==> config.mk <==
export PLATFORM = sky130hd
export DESIGN_NAME = wb_arbiter_2m
export DESIGN_NICKNAME = d
export VERILOG_FILES = /design/src/rtl/wb_arbiter_2m.sv
export SDC_FILE = /design/constraint.sdc
export NUM_CORES = 1
export LEC_CHECK = 0
export ABC_AREA = 1
export BUFFER_PORTS_ARGS = -buffer_cell sky130_fd_sc_hd__buf_2
export CELL_PAD_IN_SITES_DETAIL_PLACEMENT = 2
export CELL_PAD_IN_SITES_GLOBAL_PLACEMENT = 2
export CORE_MARGIN = 5
export CORE_UTILIZATION = 10
export DETAILED_ROUTE_END_ITERATION = 7
export GPL_ROUTABILITY_DRIVEN = 0
export GPL_TIMING_DRIVEN = 0
export PLACE_DENSITY_LB_ADDON = 0.1
export REMOVE_ABC_BUFFERS = 1
export SYNTH_ARGS = -nofsm -noshare
export SYNTH_HDL_FRONTEND = slang
export SYNTH_SLANG_ARGS = --single-unit
==> constraint.sdc <==
create_clock -name clk -period 1.2 [get_ports clk]
set_input_delay 0.12 -clock clk [delete_from_list [all_inputs] [get_ports clk]]
set_output_delay 0.12 -clock clk [all_outputs]
set_load 0.01 [all_outputs]
==> src/rtl/wb_arbiter_2m.sv <==
// wb_arbiter_2m: round-robin two-master Wishbone classic arbiter; define WB_ARB_TIMEOUT_EN to add the stall watchdog
module wb_arbiter_2m #(
  parameter int ADDR_W = 32,
  parameter int DATA_W = 32,
  parameter int TIMEOUT = 255,
  localparam int SEL_W = DATA_W / 8
) (
  input  logic              clk,
  input  logic              reset_n,
  input  logic              m0_cyc_i,
  input  logic              m0_stb_i,
  input  logic              m0_we_i,
  input  logic [ADDR_W-1:0] m0_adr_i,
  input  logic [DATA_W-1:0] m0_dat_i,
  input  logic [SEL_W-1:0]  m0_sel_i,
  output logic [DATA_W-1:0] m0_dat_o,
  output logic              m0_ack_o,
  output logic              m0_err_o,
  input  logic              m1_cyc_i,
  input  logic              m1_stb_i,
  input  logic              m1_we_i,
  input  logic [ADDR_W-1:0] m1_adr_i,
  input  logic [DATA_W-1:0] m1_dat_i,
  input  logic [SEL_W-1:0]  m1_sel_i,
  output logic [DATA_W-1:0] m1_dat_o,
  output logic              m1_ack_o,
  output logic              m1_err_o,
  output logic              s_cyc_o,
  output logic              s_stb_o,
  output logic              s_we_o,
  output logic [ADDR_W-1:0] s_adr_o,
  output logic [DATA_W-1:0] s_dat_o,
  output logic [SEL_W-1:0]  s_sel_o,
  input  logic [DATA_W-1:0] s_dat_i,
  input  logic              s_ack_i,
  input  logic              s_err_i,
  output logic [1:0]        grant_o,
  output logic              timeout_o
);
  typedef enum logic [1:0] {IDLE, OWN0, OWN1} state_t;
  state_t state_q, state_d;
  logic last_q, last_d, own0, own1, stb_raw, abort;
  assign own0 = state_q == OWN0;
  assign own1 = state_q == OWN1;
  // pick the next owner: lone requester wins, a tie goes to the master not granted last; owner keeps the bus for its whole cyc
  always_comb begin
    state_d = state_q;
    last_d = last_q;
    case (state_q)
      IDLE:
        if (m0_cyc_i && (!m1_cyc_i || last_q)) begin
          state_d = OWN0;
          last_d = 1'b0;
        end else if (m1_cyc_i) begin
          state_d = OWN1;
          last_d = 1'b1;
        end
      OWN0: state_d = m0_cyc_i ? OWN0 : IDLE;
      OWN1: state_d = m1_cyc_i ? OWN1 : IDLE;
      default: state_d = IDLE;
    endcase
  end
  // owner register; last starts at 1 so master 0 wins the first tie
  always_ff @(posedge clk or negedge reset_n) begin
    if (!reset_n) begin
      state_q <= IDLE;
      last_q <= 1'b1;
    end else begin
      state_q <= state_d;
      last_q <= last_d;
    end
  end
  assign stb_raw   = (own0 & m0_stb_i) | (own1 & m1_stb_i);
  assign s_cyc_o   = (own0 & m0_cyc_i) | (own1 & m1_cyc_i);
  assign s_stb_o   = stb_raw & ~abort;
  assign s_we_o    = (own0 & m0_we_i) | (own1 & m1_we_i);
  assign s_adr_o   = own0 ? m0_adr_i : own1 ? m1_adr_i : '0;
  assign s_dat_o   = own0 ? m0_dat_i : own1 ? m1_dat_i : '0;
  assign s_sel_o   = own0 ? m0_sel_i : own1 ? m1_sel_i : '0;
  assign m0_dat_o  = s_dat_i;
  assign m1_dat_o  = s_dat_i;
  assign m0_ack_o  = own0 & s_ack_i;
  assign m1_ack_o  = own1 & s_ack_i;
  assign m0_err_o  = own0 & (s_err_i | abort);
  assign m1_err_o  = own1 & (s_err_i | abort);
  assign grant_o   = {own1, own0};
  assign timeout_o = abort;
`ifdef WB_ARB_TIMEOUT_EN
  logic [15:0] cnt_q, cnt_d;
  assign abort = stb_raw && cnt_q == 16'(TIMEOUT);
  // count stalled strobe cycles; a response, a dropped strobe or the abort itself restarts the count
  always_comb cnt_d = (!stb_raw || s_ack_i || s_err_i || abort) ? 16'd0 : cnt_q + 16'd1;
  // watchdog counter register
  always_ff @(posedge clk or negedge reset_n) begin
    if (!reset_n) cnt_q <= 16'd0;
    else cnt_q <= cnt_d;
  end
`else
  assign abort = stb_raw && (TIMEOUT < 0);
`endif
endmodule
* Word-level counts from Yosys, hierarchy flattened
Index checks and enable logic that the tools add are counted.
** Storage, ports and cells
- Register bits :: 3
- Input port bits :: 178
- Output and inout port bits :: 142
- Logic and storage cells :: 37
** Operators by class
- Equal/unequal tests :: 3
- Muxes and demuxes :: 13
- Bitwise gates (word level) :: 13
- Reductions and logical operators :: 6
** Operators by type and width (number)
- $mux 32 :: 4
- $and 1x1->1 :: 10
- $mux 4 :: 2
- $mux 2 :: 3
- $pmux 2 s3 :: 1
- $mux 1 :: 3
- $ne 3x3->1 const B :: 1
- $or 1x1->1 :: 3
- $eq 2x1->1 const B :: 1
- $eq 2x2->1 const B :: 1
- $logic_not 2->1 :: 1
- $reduce_and 2->1 :: 1
- $reduce_bool 2->1 :: 1
- $logic_and 1x1->1 :: 1
- $logic_not 1->1 :: 1
- $logic_or 1x1->1 :: 1

* Logic depth before layout (Yosys ltp)
Gate-level depths: netlist of run 1.
- Depth in word-level cells :: 5
- Gate-level depth with buffers :: 6
- Mapped depth without buffers :: 5

* Worst setup path before layout of run 1
No wires, ideal clock.
- Path kind :: register -> output
- Start :: register state_q[1]
- End :: output port s_dat_o[25]
- Arrival time :: 0.952 ns
- Path slack :: 0.128 ns
- Stages on the path, launching flop included :: 7
- Path buffers :: 1
- Cells stage by stage :: dfrtp_1 -> inv_2 -> nand2_2 -> inv_2 -> buf_6 -> nand2_1 -> nand2_1
** Between the ends
- Elaborated cells between the ends (all ways) :: 4
** RTL lines
- from (decl) :: line 41 : state_t state_q, state_d;
- from (signal assigned) :: line 69 : state_q <= state_d;
- $eq 2x1->1 :: line 43 : assign own0 = state_q == OWN0;
- via own0 :: line 42 : logic last_q, last_d, own0, own1, stb_raw, abort;
- $mux 32 :: line 78 : assign s_dat_o = own0 ? m0_dat_i : own1 ? m1_dat_i : '0;
- to (decl) :: line 32 : output logic [DATA_W-1:0] s_dat_o,
The timed path passes the listed nets, and every way through them passes these cells.

* Final worst setup path of run 1
- Start :: register state_q[0]
- End :: output port s_cyc_o
** Between the ends
- Cells in the longest elaborated chain, start to end :: 3
- Elaborated cells between the ends (all ways) :: 5
** Ends and longest elaborated chain
- $eq 2x1->1 / $eq 2x2->1 (equally long branches) :: line 43, 44
- $and 1x1->1 :: line 74 : assign s_cyc_o = (own0 & m0_cyc_i) | (own1 & m1_cyc_i);
- $or 1x1->1 (*) :: line 74
- to (decl) :: line 28 : output logic s_cyc_o,
Every way passes the cells marked *; elsewhere a longest branch is shown, timed or not.

==> reports/summary.txt, run 1 <==
CELLS AND AREA
-------------------------------------------------------------------------------------------
Count of placed standard cells in the final layout, fillers left out .........          696
Summed area of non-filler cells in the final layout ..........................     2780 um2
Area added between synthesis and finish ......................................        73.8%
Most frequent cells in the layout ............................................ 213 x buf_2, 211 x nand2_1, 9 x buf_6, 6 x nand2_2
Multi-input gate area in the final layout ....................................      900 um2
Share of cells above drive strength 1 ........................................        52.6%
Final net count ..............................................................          658
Total of fill cells in the finished design ...................................         2029
Area occupied by registers ...................................................     77.6 um2
Most common cell after layout, fill and taps aside ...........................        buf_2

FLOORPLAN
-------------------------------------------------------------------------------------------
Cell row count ...............................................................           46
Die X ........................................................................       136 um
I/O pin count ................................................................          320
Initial core utilization .....................................................        10.1%
Core Footprint ...............................................................    15800 um2
Die Height ...................................................................       136 um
Die area .....................................................................    18600 um2

TIMING
-------------------------------------------------------------------------------------------
Setup tns final ..............................................................    -19940 ps
RSZ-0062 raised after global routing .........................................         true
Worst Hold Margin ............................................................       187 ps
Final number of hold-violating endpoints .....................................            0
Max Fclk .....................................................................      661 MHz
Worst Skew ...................................................................      1.91 ps
Portion of the clock cycle consumed by the worst path in the final layout ....         126%
Final critical delay including setup and external delays .....................      1510 ps
Worst Slack Setup Final ......................................................      -314 ps
Total of endpoints with negative setup slack in the final report .............           77
Count of final max-slew check failures .......................................            0

DETAILED ROUTING
-------------------------------------------------------------------------------------------
Routed wire length ...........................................................     12400 um
Via count ....................................................................         2563
Routed len/inst ..............................................................      17.9 um
DRC violation count after routing ............................................            0
Number of design-rule violations left by the first detailed-router iteration .           47
TritonRoute pass-1 iters .....................................................            4
Post-detailed-route count of antenna-violating nets ..........................            0
Post-DR vias/cell ............................................................         3.68

PLACEMENT
-------------------------------------------------------------------------------------------
# port buffers ...............................................................          222
Cell area reported after detailed placement ..................................     2400 um2
Hpwl dp ......................................................................      9840 um
Dpl cells ....................................................................          680

SYNTH
-------------------------------------------------------------------------------------------
Synthesis warning total ......................................................            0
Synth Area per Inst ..........................................................     4.98 um2
Sequential-to-total area share from yosys stat ...............................        4.78%
Gate count of the mapped netlist .............................................          321
Distinct cell type count after synthesis .....................................           14
Mapped cell area .............................................................     1600 um2
Flip-flop and latch count after synthesis ....................................            3

GLOBAL ROUTE
-------------------------------------------------------------------------------------------
Total gr overflow ............................................................            0
Global router's overall resource usage .......................................        12.3%
Largest net degree at the start of global routing ............................           37
Initial antenna violation count ..............................................            1
Global-route wire length before repair .......................................     17100 um
Vias in the first global route ...............................................         2844

CLOCK NETWORK
-------------------------------------------------------------------------------------------
Reg clk slew, reported paths .................................................        30 ps
Buffer type at the clock tree root ...........................................    clkbuf_16
CTS tree .....................................................................          yes
H-tree levels ................................................................            1
Clock sinks ..................................................................            3
Deepest clock path buffer count ..............................................            2
Number of buffers created by CTS .............................................            3
Clock network latency to the later pin of the worst-skew pair ................       220 ps

PWR
-------------------------------------------------------------------------------------------
Peak supply drop .............................................................     0.776 mV
Cell leakage power ...........................................................      1.83 nW
Pwr Total ....................................................................      5.67 mW
Switching Power ..............................................................      3.00 mW
Switching part of the total ..................................................        52.9%
Comb power frac ..............................................................        87.0%
Int Pwr ......................................................................      2.67 mW
Share of power burned in registers ...........................................         3.7%
Clock network fraction of design power .......................................         9.2%
Power per cell area ..........................................................  2040 nW/um2

SETUP PATH
-------------------------------------------------------------------------------------------
Worst reg2reg endpoint .......................................................       last_q
Critical path, cell by cell .................................................. nor2_4, buf_12, buf_12, nand2_1, o21ai_0, buf_2
Count of buffering cells on the critical path with inverters included ........            3
Beginning of the worst register-to-register path .............................   state_q[1]
Worst setup SP type ..........................................................    flip-flop
Element type at the critical path end ........................................  output port
Stage delay of the slowest cell on the critical path .........................       440 ps
Crit path top cell by count ..................................................       buf_12
Type of the worst setup path ................................................. flip-flop to output port
Cell family with most CP delay ............................................... buffers and inverters
Number of cells on the worst reg-to-reg path .................................            6
Max FO, Critical Path ........................................................            8
Worst Path Required ..........................................................      1080 ps
Cell type of the slowest stage on the worst timing path ......................      dfrtp_2
Setup slack, reg-to-reg ......................................................        50 ps
Endpoint arrival time on the critical path ...................................      1390 ps

HOLD PATH
-------------------------------------------------------------------------------------------
Number of stages on the worst hold path ......................................            3
Endpoint of the worst hold-timing path .......................................   state_q[1]
Type of the most critical hold path .......................................... input port to flip-flop
Start point of the worst min-delay path ......................................     m1_cyc_i

OUTCOME
-------------------------------------------------------------------------------------------
Violated checks .............................................................. negative setup slack
Result of the run ............................................................ finished with violations

RUN
-------------------------------------------------------------------------------------------
Number of maximum-capacitance violations .....................................            0

==> per-layer routing <==
metal	GRT usage, %	vias up	share of wire, %
met2	18.5	195	43
met3	8.22	4	14
met4	0.952	2	0.44
li1	-	1198	-
met5	3.89	-	0.55
met1	14.9	1164	42
==> per-stage QoR <==
stage / worst slack (ps) / util (%)
CTS: -343 / 16.7
global route: -400 / 17.6
detailed placement: -950 / 15.2
global placement: -1310 / 15.0
floorplan: -503 / -
finish: -314 / 17.6
==> sequential cells by signal (all words and copies together), names as in the netlist <==
name and cells:
state_q 2, last_q 1
==> how the worst max path moves through the flow <==
stage                from          end  cells after the start
2_1_floorplan  state_q[0]     m1_ack_o                      3
3_3_place_gp   state_q[0]      s_cyc_o                      4
3_5_place_dp   state_q[1]  s_adr_o[18]                      6
6_report       state_q[0]      s_cyc_o                      6
4_1_cts        state_q[0]      s_cyc_o                      6
5_1_grt        state_q[0]      s_cyc_o                      6
==> tightest hold or removal path: stages <==
cell,delay (ps)
buf_2,120
nand2_1,70
nand2_1,60
==> cell type report <==
type / instances / share of cell area [%]
clock buffer: 4 / 2.84
tap: 216 / 9.73
antenna: 1 / 0.0901
timing repair inverter: 1 / 0.721
inverter: 8 / 1.76
sequential: 3 / 2.79
timing repair buffer: 234 / 49.7
multi-input combinational: 229 / 32.4
==> cells by family after synthesis <==
group           Yosys count  synth area share [%]
compound gates            2                 0.626
flops                     3                  4.78
buf+inv                  89                  40.5
simple gates            226                  53.9
other cells               1                 0.235
==> Yosys cell counts <==
| cell type | n | share of area (%) |
|---|---|---|
| nor2_1 | 5 | 1.2 |
| o21ai_0 | 2 | 0.63 |
| inv_2 | 2 | 0.47 |
| buf_6 | 7 | 4.9 |
| nand2_1 | 217 | 51 |
| conb_1 | 1 | 0.23 |
| dfstp_2 | 1 | 1.6 |
| buf_2 | 7 | 2.2 |
| nand2_2 | 1 | 0.39 |
| dfrtp_1 | 2 | 3.1 |
| inv_1 | 6 | 1.4 |
| nand3_1 | 2 | 0.63 |
| nor2_4 | 1 | 0.70 |
| buf_4 | 67 | 31 |
==> power by group through the flow <==
stage	sequential (mW)	combinational (mW)	clock [mW]
4_1_cts	0.214	4.74	0.537
5_1_grt	0.218	5.55	0.545
6_report	0.213	4.94	0.523
2_1_floorplan	0.195	2.04	0
3_5_place_dp	0.205	4.15	0
3_3_place_gp	0.199	4.02	0
==> repair_timing <==
item,4_1_cts,5_1_grt
setup buffers,4,1
pin swaps,1,1
gates resized for setup,16,20
hold buffers,1,0
hold endpoints to repair,3,0
gates cloned,3,2
endpoints found under the setup margin,76,77
Note: power is estimated with default switching activity, not from simulation.
==> inputs of run 2 (changes only) <==
--- a/config.mk
+++ b/config.mk
@@ -19,3 +19,4 @@
 export SYNTH_ARGS = -nofsm -noshare
 export SYNTH_HDL_FRONTEND = slang
 export SYNTH_SLANG_ARGS = --single-unit
+export TNS_END_PERCENT = 10
==> reports/summary.txt, run 2 (synthesized netlist as in run 1, its figures left out) <==
DETAILED ROUTING
-------------------------------------------------------------------------------------------
Routed wire length ...........................................................     12400 um   about the same
Post-DR vias/cell ............................................................         3.67   -0.23%
Post-detailed-route count of antenna-violating nets ..........................            0   unchanged
DRC violation count after routing ............................................            0   unchanged
Routed len/inst ..............................................................      17.9 um   about the same
TritonRoute pass-1 iters .....................................................            3   -1
Number of design-rule violations left by the first detailed-router iteration .           52   +11%
Via count ....................................................................         2557   -0.23%

CELLS AND AREA
-------------------------------------------------------------------------------------------
Count of placed standard cells in the final layout, fillers left out .........          696   unchanged
Area added between synthesis and finish ......................................        73.5%
Most frequent cells in the layout ............................................ 213 x nand2_1, 213 x buf_2, 9 x buf_6, 5 x inv_1, 5 x clkbuf_16
Register with the most flip-flops ............................................      state_q
Registers with the highest flip-flop counts .................................. state_q: 2 flops, last_q: 1 flops
Number of flip-flops in the largest register .................................            2   unchanged
Final net count ..............................................................          658   unchanged
Share of cells above drive strength 1 ........................................        52.2%   -0.42 points

TIMING
-------------------------------------------------------------------------------------------
Final number of hold-violating endpoints .....................................            0   unchanged
Final critical delay including setup and external delays .....................      1510 ps   -0.0280 ps
Worst Skew ...................................................................      1.91 ps   unchanged
Worst Hold Margin ............................................................       187 ps   +0.0740 ps
Total of endpoints with negative setup slack in the final report .............           77   unchanged
Portion of the clock cycle consumed by the worst path in the final layout ....         126%   about the same
Setup tns final ..............................................................    -19980 ps   -38.7 ps
Count of final max-slew check failures .......................................            0   unchanged
Worst Slack Setup Final ......................................................      -314 ps   +0.0280 ps
Max Fclk .....................................................................      661 MHz   about the same
RSZ-0062 raised after global routing .........................................         true

GLOBAL ROUTE
-------------------------------------------------------------------------------------------
Vias in the first global route ...............................................         2839   -0.18%
Total gr overflow ............................................................            0   unchanged
Largest net degree at the start of global routing ............................           37   unchanged
Global-route wire length before repair .......................................     17200 um   about the same
Initial antenna violation count ..............................................            1   unchanged
Global router's overall resource usage .......................................        12.3%   about the same

PWR
-------------------------------------------------------------------------------------------
Int Pwr ......................................................................      2.67 mW   about the same
Power per cell area ..........................................................  2040 nW/um2   +0.11%
Peak supply drop .............................................................     0.780 mV   +0.58%
Share of power burned in registers ...........................................         3.8%   about the same
Clock network fraction of design power .......................................         9.2%   about the same
Switching part of the total ..................................................        52.9%   about the same
Cell leakage power ...........................................................      1.83 nW   about the same
Switching Power ..............................................................      3.00 mW   about the same
Comb power frac ..............................................................        87.0%   about the same

CLOCK NETWORK
-------------------------------------------------------------------------------------------
CTS tree .....................................................................          yes
Clock sinks ..................................................................            3   unchanged
H-tree levels ................................................................            1   unchanged
Deepest clock path buffer count ..............................................            2   unchanged
Buffer type at the clock tree root ...........................................    clkbuf_16
Reg clk slew, reported paths .................................................        30 ps   about the same
Clock network latency to the later pin of the worst-skew pair ................       220 ps   about the same
Number of buffers created by CTS .............................................            3   unchanged

FLOORPLAN
-------------------------------------------------------------------------------------------
I/O pin count ................................................................          320   unchanged
Cell row count ...............................................................           46   unchanged
Die Height ...................................................................       136 um   unchanged
Initial core utilization .....................................................        10.1%   unchanged
Die X ........................................................................       136 um   unchanged
Core Footprint ...............................................................    15800 um2   unchanged
Die area .....................................................................    18600 um2   unchanged

SETUP PATH
-------------------------------------------------------------------------------------------
Endpoint arrival time on the critical path ...................................      1390 ps   about the same
Type of the worst setup path ................................................. flip-flop to output port
Max FO, Critical Path ........................................................            8   unchanged
Element type at the critical path end ........................................  output port
Worst Path Required ..........................................................      1080 ps   about the same
Worst setup SP type ..........................................................    flip-flop

PLACEMENT
-------------------------------------------------------------------------------------------
Dpl cells ....................................................................          680   unchanged
# port buffers ...............................................................          222   unchanged
Hpwl dp ......................................................................      9840 um   unchanged
Dpl ws .......................................................................      -950 ps   unchanged

OUTCOME
-------------------------------------------------------------------------------------------
Result of the run ............................................................ finished with violations
Violated checks .............................................................. negative setup slack

RUN
-------------------------------------------------------------------------------------------
Number of maximum-capacitance violations .....................................            0   unchanged

HOLD PATH
-------------------------------------------------------------------------------------------
Type of the most critical hold path .......................................... input port to flip-flop

[run 2: cell counts in the layout (fill, tap and decap cells not counted)]
No cell type changed its count.
[run 2: critical path, cell delays in order (launching register included)]
cell and delay [ps]:
dfrtp_2 440, nor2_4 120, buf_12 170, buf_12 130
nand2_1 60, o21ai_0 80, buf_2 170
[run 2: cell type report]
| type | instances | area (um2) |
|---|---|---|
| antenna | 1 | 2.50 |
| multi-input combinational | 229 | 895 |
| clock buffer | 4 | 78.8 |
| inverter | 8 | 48.8 |
| tap | 216 | 270 |
| timing repair buffer | 234 | 1380 |
| sequential | 3 | 77.6 |
| fill | 2028 | 13000 |
| timing repair inverter | 1 | 20.0 |
[run 2: timing repair]
| item | in CTS | in global routing |
|---|---|---|
| gates resized for setup | 16 | 18 |
| cloned | 3 | 2 |
| endpoints found under the hold margin | 3 | 0 |
| buffers inserted | 4 | 1 |
| setup endpoints to repair | 76 | 77 |
| pin swaps | 1 | 2 |
| hold buffers | 1 | 0 |
[run 2: power by group through the flow]
| stage | logic (mW) | registers [mW] | clock network, mW |
|---|---|---|---|
| 6_report | 4.93 | 0.213 | 0.523 |
| 5_1_grt | 5.55 | 0.218 | 0.545 |
| 4_1_cts | 4.74 | 0.214 | 0.537 |
| 3_5_place_dp | 4.15 | 0.205 | 0 |
| 3_3_place_gp | 4.02 | 0.199 | 0 |
| 2_1_floorplan | 2.04 | 0.195 | 0 |
[run 2: final timing paths]
| check | start | to | slack (ps) | depth (start not counted) |
|---|---|---|---|---|
| max in group asynchronous | reset_n | last_q | 770 | 2 |
| min in group asynchronous | reset_n | state_q[1] | 230 | 2 |
| setup reg to reg | state_q[1] | last_q | 50 | 6 |
| hold / removal | m1_cyc_i | state_q[1] | 190 | 3 |
| hold reg to reg | last_q | last_q | 570 | 4 |
| setup / recovery | state_q[0] | s_cyc_o | -310 | 6 |
[run 2: stage by stage]
step                      total power [mW]  utilization [%]  instance area (um2)
final                                 5.67             17.6                 2770
after global routing                  6.31             17.6                 2770
after CTS                             5.50             16.7                 2640
after detailed placement              4.35             15.2                 2400
after global placement                4.22             15.0                 2360
after floorplan                       2.24                -                  981
[run 2: metal layers]
metal / global-route usage (%) / share of wire, %
met1: 14.9 / 42
met2: 18.5 / 43
met3: 8.22 / 14
met4: 0.952 / 0.44
met5: 3.89 / 0.55
==> inputs of run 3 (changes only) <==
==> constraint.sdc (replaced) <==
create_clock -name clk -period 1.5 [get_ports clk]
set_input_delay 0.15 -clock clk [delete_from_list [all_inputs] [get_ports clk]]
set_output_delay 0.15 -clock clk [all_outputs]
set_load 0.01 [all_outputs]
==> reports/summary.txt, run 3 (synthesized netlist as in run 1, its figures left out) <==
SETUP PATH
-------------------------------------------------------------------------------------------
Beginning of the worst register-to-register path .............................   state_q[1]
Crit path top cell by count ..................................................       buf_12
Setup slack, reg-to-reg ......................................................       350 ps   +300 ps
Cell type of the slowest stage on the worst timing path ......................      dfrtp_2
Worst Path Required ..........................................................      1350 ps   +270 ps
Element type at the critical path end ........................................  output port
Worst reg2reg endpoint .......................................................       last_q
Type of the worst setup path ................................................. flip-flop to output port
Number of cells on the worst reg-to-reg path .................................            6   unchanged
Endpoint arrival time on the critical path ...................................      1390 ps   about the same
Worst setup SP type ..........................................................    flip-flop
Critical path, cell by cell .................................................. nor2_4, buf_12, buf_12, nand2_1, o21ai_0, buf_2
Stage delay of the slowest cell on the critical path .........................       440 ps   about the same
Max FO, Critical Path ........................................................            8   unchanged

TIMING
-------------------------------------------------------------------------------------------
Worst Skew ...................................................................      1.91 ps   unchanged
Final critical delay including setup and external delays .....................      1540 ps
Total of endpoints with negative setup slack in the final report .............           22   -71%
Count of final max-slew check failures .......................................            0   unchanged
Portion of the clock cycle consumed by the worst path in the final layout ....         103%
Worst Slack Setup Final ......................................................     -43.9 ps   +270 ps
RSZ-0062 raised after global routing .........................................         true
Max Fclk .....................................................................      648 MHz
Final number of hold-violating endpoints .....................................            0   unchanged

PWR
-------------------------------------------------------------------------------------------
Switching Power ..............................................................      2.40 mW   -20%
Int Pwr ......................................................................      2.12 mW   -20%
Peak supply drop .............................................................     0.624 mV   -20%
Comb power frac ..............................................................        87.0%   about the same
Share of power burned in registers ...........................................         3.8%   about the same
Pwr Total ....................................................................      4.52 mW   -20%
Clock network fraction of design power .......................................         9.3%   about the same
Power per cell area ..........................................................  1630 nW/um2   -20%
Switching part of the total ..................................................        53.0%   +0.12 points
Cell leakage power ...........................................................      1.82 nW   about the same

DETAILED ROUTING
-------------------------------------------------------------------------------------------
Post-DR vias/cell ............................................................         3.67   unchanged
DRC violation count after routing ............................................            0   unchanged
Routed len/inst ..............................................................      17.9 um   about the same
TritonRoute pass-1 iters .....................................................            3   unchanged
Post-detailed-route count of antenna-violating nets ..........................            0   unchanged
Via count ....................................................................         2557   unchanged
Number of design-rule violations left by the first detailed-router iteration .           54   +3.8%
Routed wire length ...........................................................     12400 um   about the same

CELLS AND AREA
-------------------------------------------------------------------------------------------
Registers with the highest flip-flop counts .................................. state_q: 2 flops, last_q: 1 flops
Number of flip-flops in the largest register .................................            2   unchanged
Final net count ..............................................................          658   unchanged
Share of cells above drive strength 1 ........................................        52.2%   unchanged
Area added between synthesis and finish ......................................        73.1%
Total of fill cells in the finished design ...................................         2027   -0.049%
Most frequent cells in the layout ............................................ 214 x buf_2, 213 x nand2_1, 8 x buf_6, 5 x inv_1, 5 x clkbuf_16
Most common cell after layout, fill and taps aside ...........................        buf_2
Register with the most flip-flops ............................................      state_q

FLOORPLAN
-------------------------------------------------------------------------------------------
Cell row count ...............................................................           46   unchanged
Core Footprint ...............................................................    15800 um2   unchanged
Die area .....................................................................    18600 um2   unchanged
Die Height ...................................................................       136 um   unchanged
I/O pin count ................................................................          320   unchanged
Initial core utilization .....................................................        10.1%   unchanged
Die X ........................................................................       136 um   unchanged

GLOBAL ROUTE
-------------------------------------------------------------------------------------------
Largest net degree at the start of global routing ............................           37   unchanged
Initial antenna violation count ..............................................            1   unchanged
Global-route wire length before repair .......................................     17200 um   unchanged
Global router's overall resource usage .......................................        12.3%   unchanged
Total gr overflow ............................................................            0   unchanged
Vias in the first global route ...............................................         2842   +0.11%

HOLD PATH
-------------------------------------------------------------------------------------------
Type of the most critical hold path .......................................... input port to flip-flop
Start point of the worst min-delay path ......................................     m1_cyc_i
Endpoint of the worst hold-timing path .......................................   state_q[1]
Number of stages on the worst hold path ......................................            3   unchanged

CLOCK NETWORK
-------------------------------------------------------------------------------------------
CTS tree .....................................................................          yes
Buffer type at the clock tree root ...........................................    clkbuf_16
Deepest clock path buffer count ..............................................            2   unchanged
Reg clk slew, reported paths .................................................        30 ps   about the same
H-tree levels ................................................................            1   unchanged
Number of buffers created by CTS .............................................            3   unchanged
Clock sinks ..................................................................            3   unchanged
Clock network latency to the later pin of the worst-skew pair ................       220 ps   about the same

OUTCOME
-------------------------------------------------------------------------------------------
Violated checks .............................................................. negative setup slack
Result of the run ............................................................ finished with violations

PLACEMENT
-------------------------------------------------------------------------------------------
Hpwl dp ......................................................................      9840 um   unchanged
# port buffers ...............................................................          222   unchanged
Dpl ws .......................................................................      -680 ps   +270 ps

RUN
-------------------------------------------------------------------------------------------
Number of maximum-capacitance violations .....................................            0   unchanged

run 3: power by group through the flow:
stage	clock network, mW	logic, mW	registers (mW)
after floorplan	0	1.63	0.156
after global placement	0	3.21	0.159
after detailed placement	0	3.32	0.164
after CTS	0.430	3.80	0.171
after global routing	0.436	4.42	0.175
final	0.418	3.93	0.170
run 3: worst max-delay path: cells and delay by family, from the launching register on:
family	cells	cell delay, ps
AO/OA/AOI/OAI	1	80
buffers and inverters	3	470
flip-flops	1	440
AND/OR/NAND/NOR	2	180
run 3: how the worst max path moves through the flow:
stage	start	endpoint	cells past startpoint
floorplan	state_q[0]	m1_ack_o	3
global placement	state_q[0]	s_cyc_o	4
detailed placement	state_q[1]	s_adr_o[18]	6
CTS	state_q[0]	s_cyc_o	6
global route	state_q[0]	s_cyc_o	6
finish	state_q[0]	s_cyc_o	6
run 3: final cells by class:
cell class | count | area [um2] | area share (%)
clock buffers | 4 | 78.8 | 2.85
well taps | 216 | 270 | 9.77
repair inverters | 1 | 20.0 | 0.724
inverters | 8 | 48.8 | 1.76
diodes | 1 | 2.50 | 0.0905
repair buffers | 234 | 1370 | 49.7
multi-input cells | 229 | 895 | 32.3
flip-flops and latches | 3 | 77.6 | 2.80
run 3: repair_timing:
item                                    CTS  global route
pin swaps                                 1             2
gates resized for setup                  16            17
endpoints found under the setup margin   74            73
buffers inserted                          4             1
hold endpoints to repair                  3             0
hold buffers                              1             0
gates cloned                              3             2
run 3: layer usage:
metal | up-vias | global-route usage [%] | wire length, um
met1 | 1155 | 14.9 | 5230
met2 | 198 | 18.5 | 5300
met4 | 2 | 0.952 | 55
met3 | 4 | 8.22 | 1780
li1 | 1198 | - | -
met5 | - | 3.89 | 68
run 3: through the flow:
stage          instance area [um2]  hold WS [ps]  TNS (ps)  instances  utilization [%]
6_report                      2770           217      -247        696             17.5
5_1_grt                       2770           237     -6530        696             17.5
4_1_cts                       2640           216     -2790        692             16.7
3_5_place_dp                  2400         -48.6    -43850        680             15.2
3_3_place_gp                  2360         -49.9    -70300        678             15.0
2_1_floorplan                  981          -146    -10510        240                -
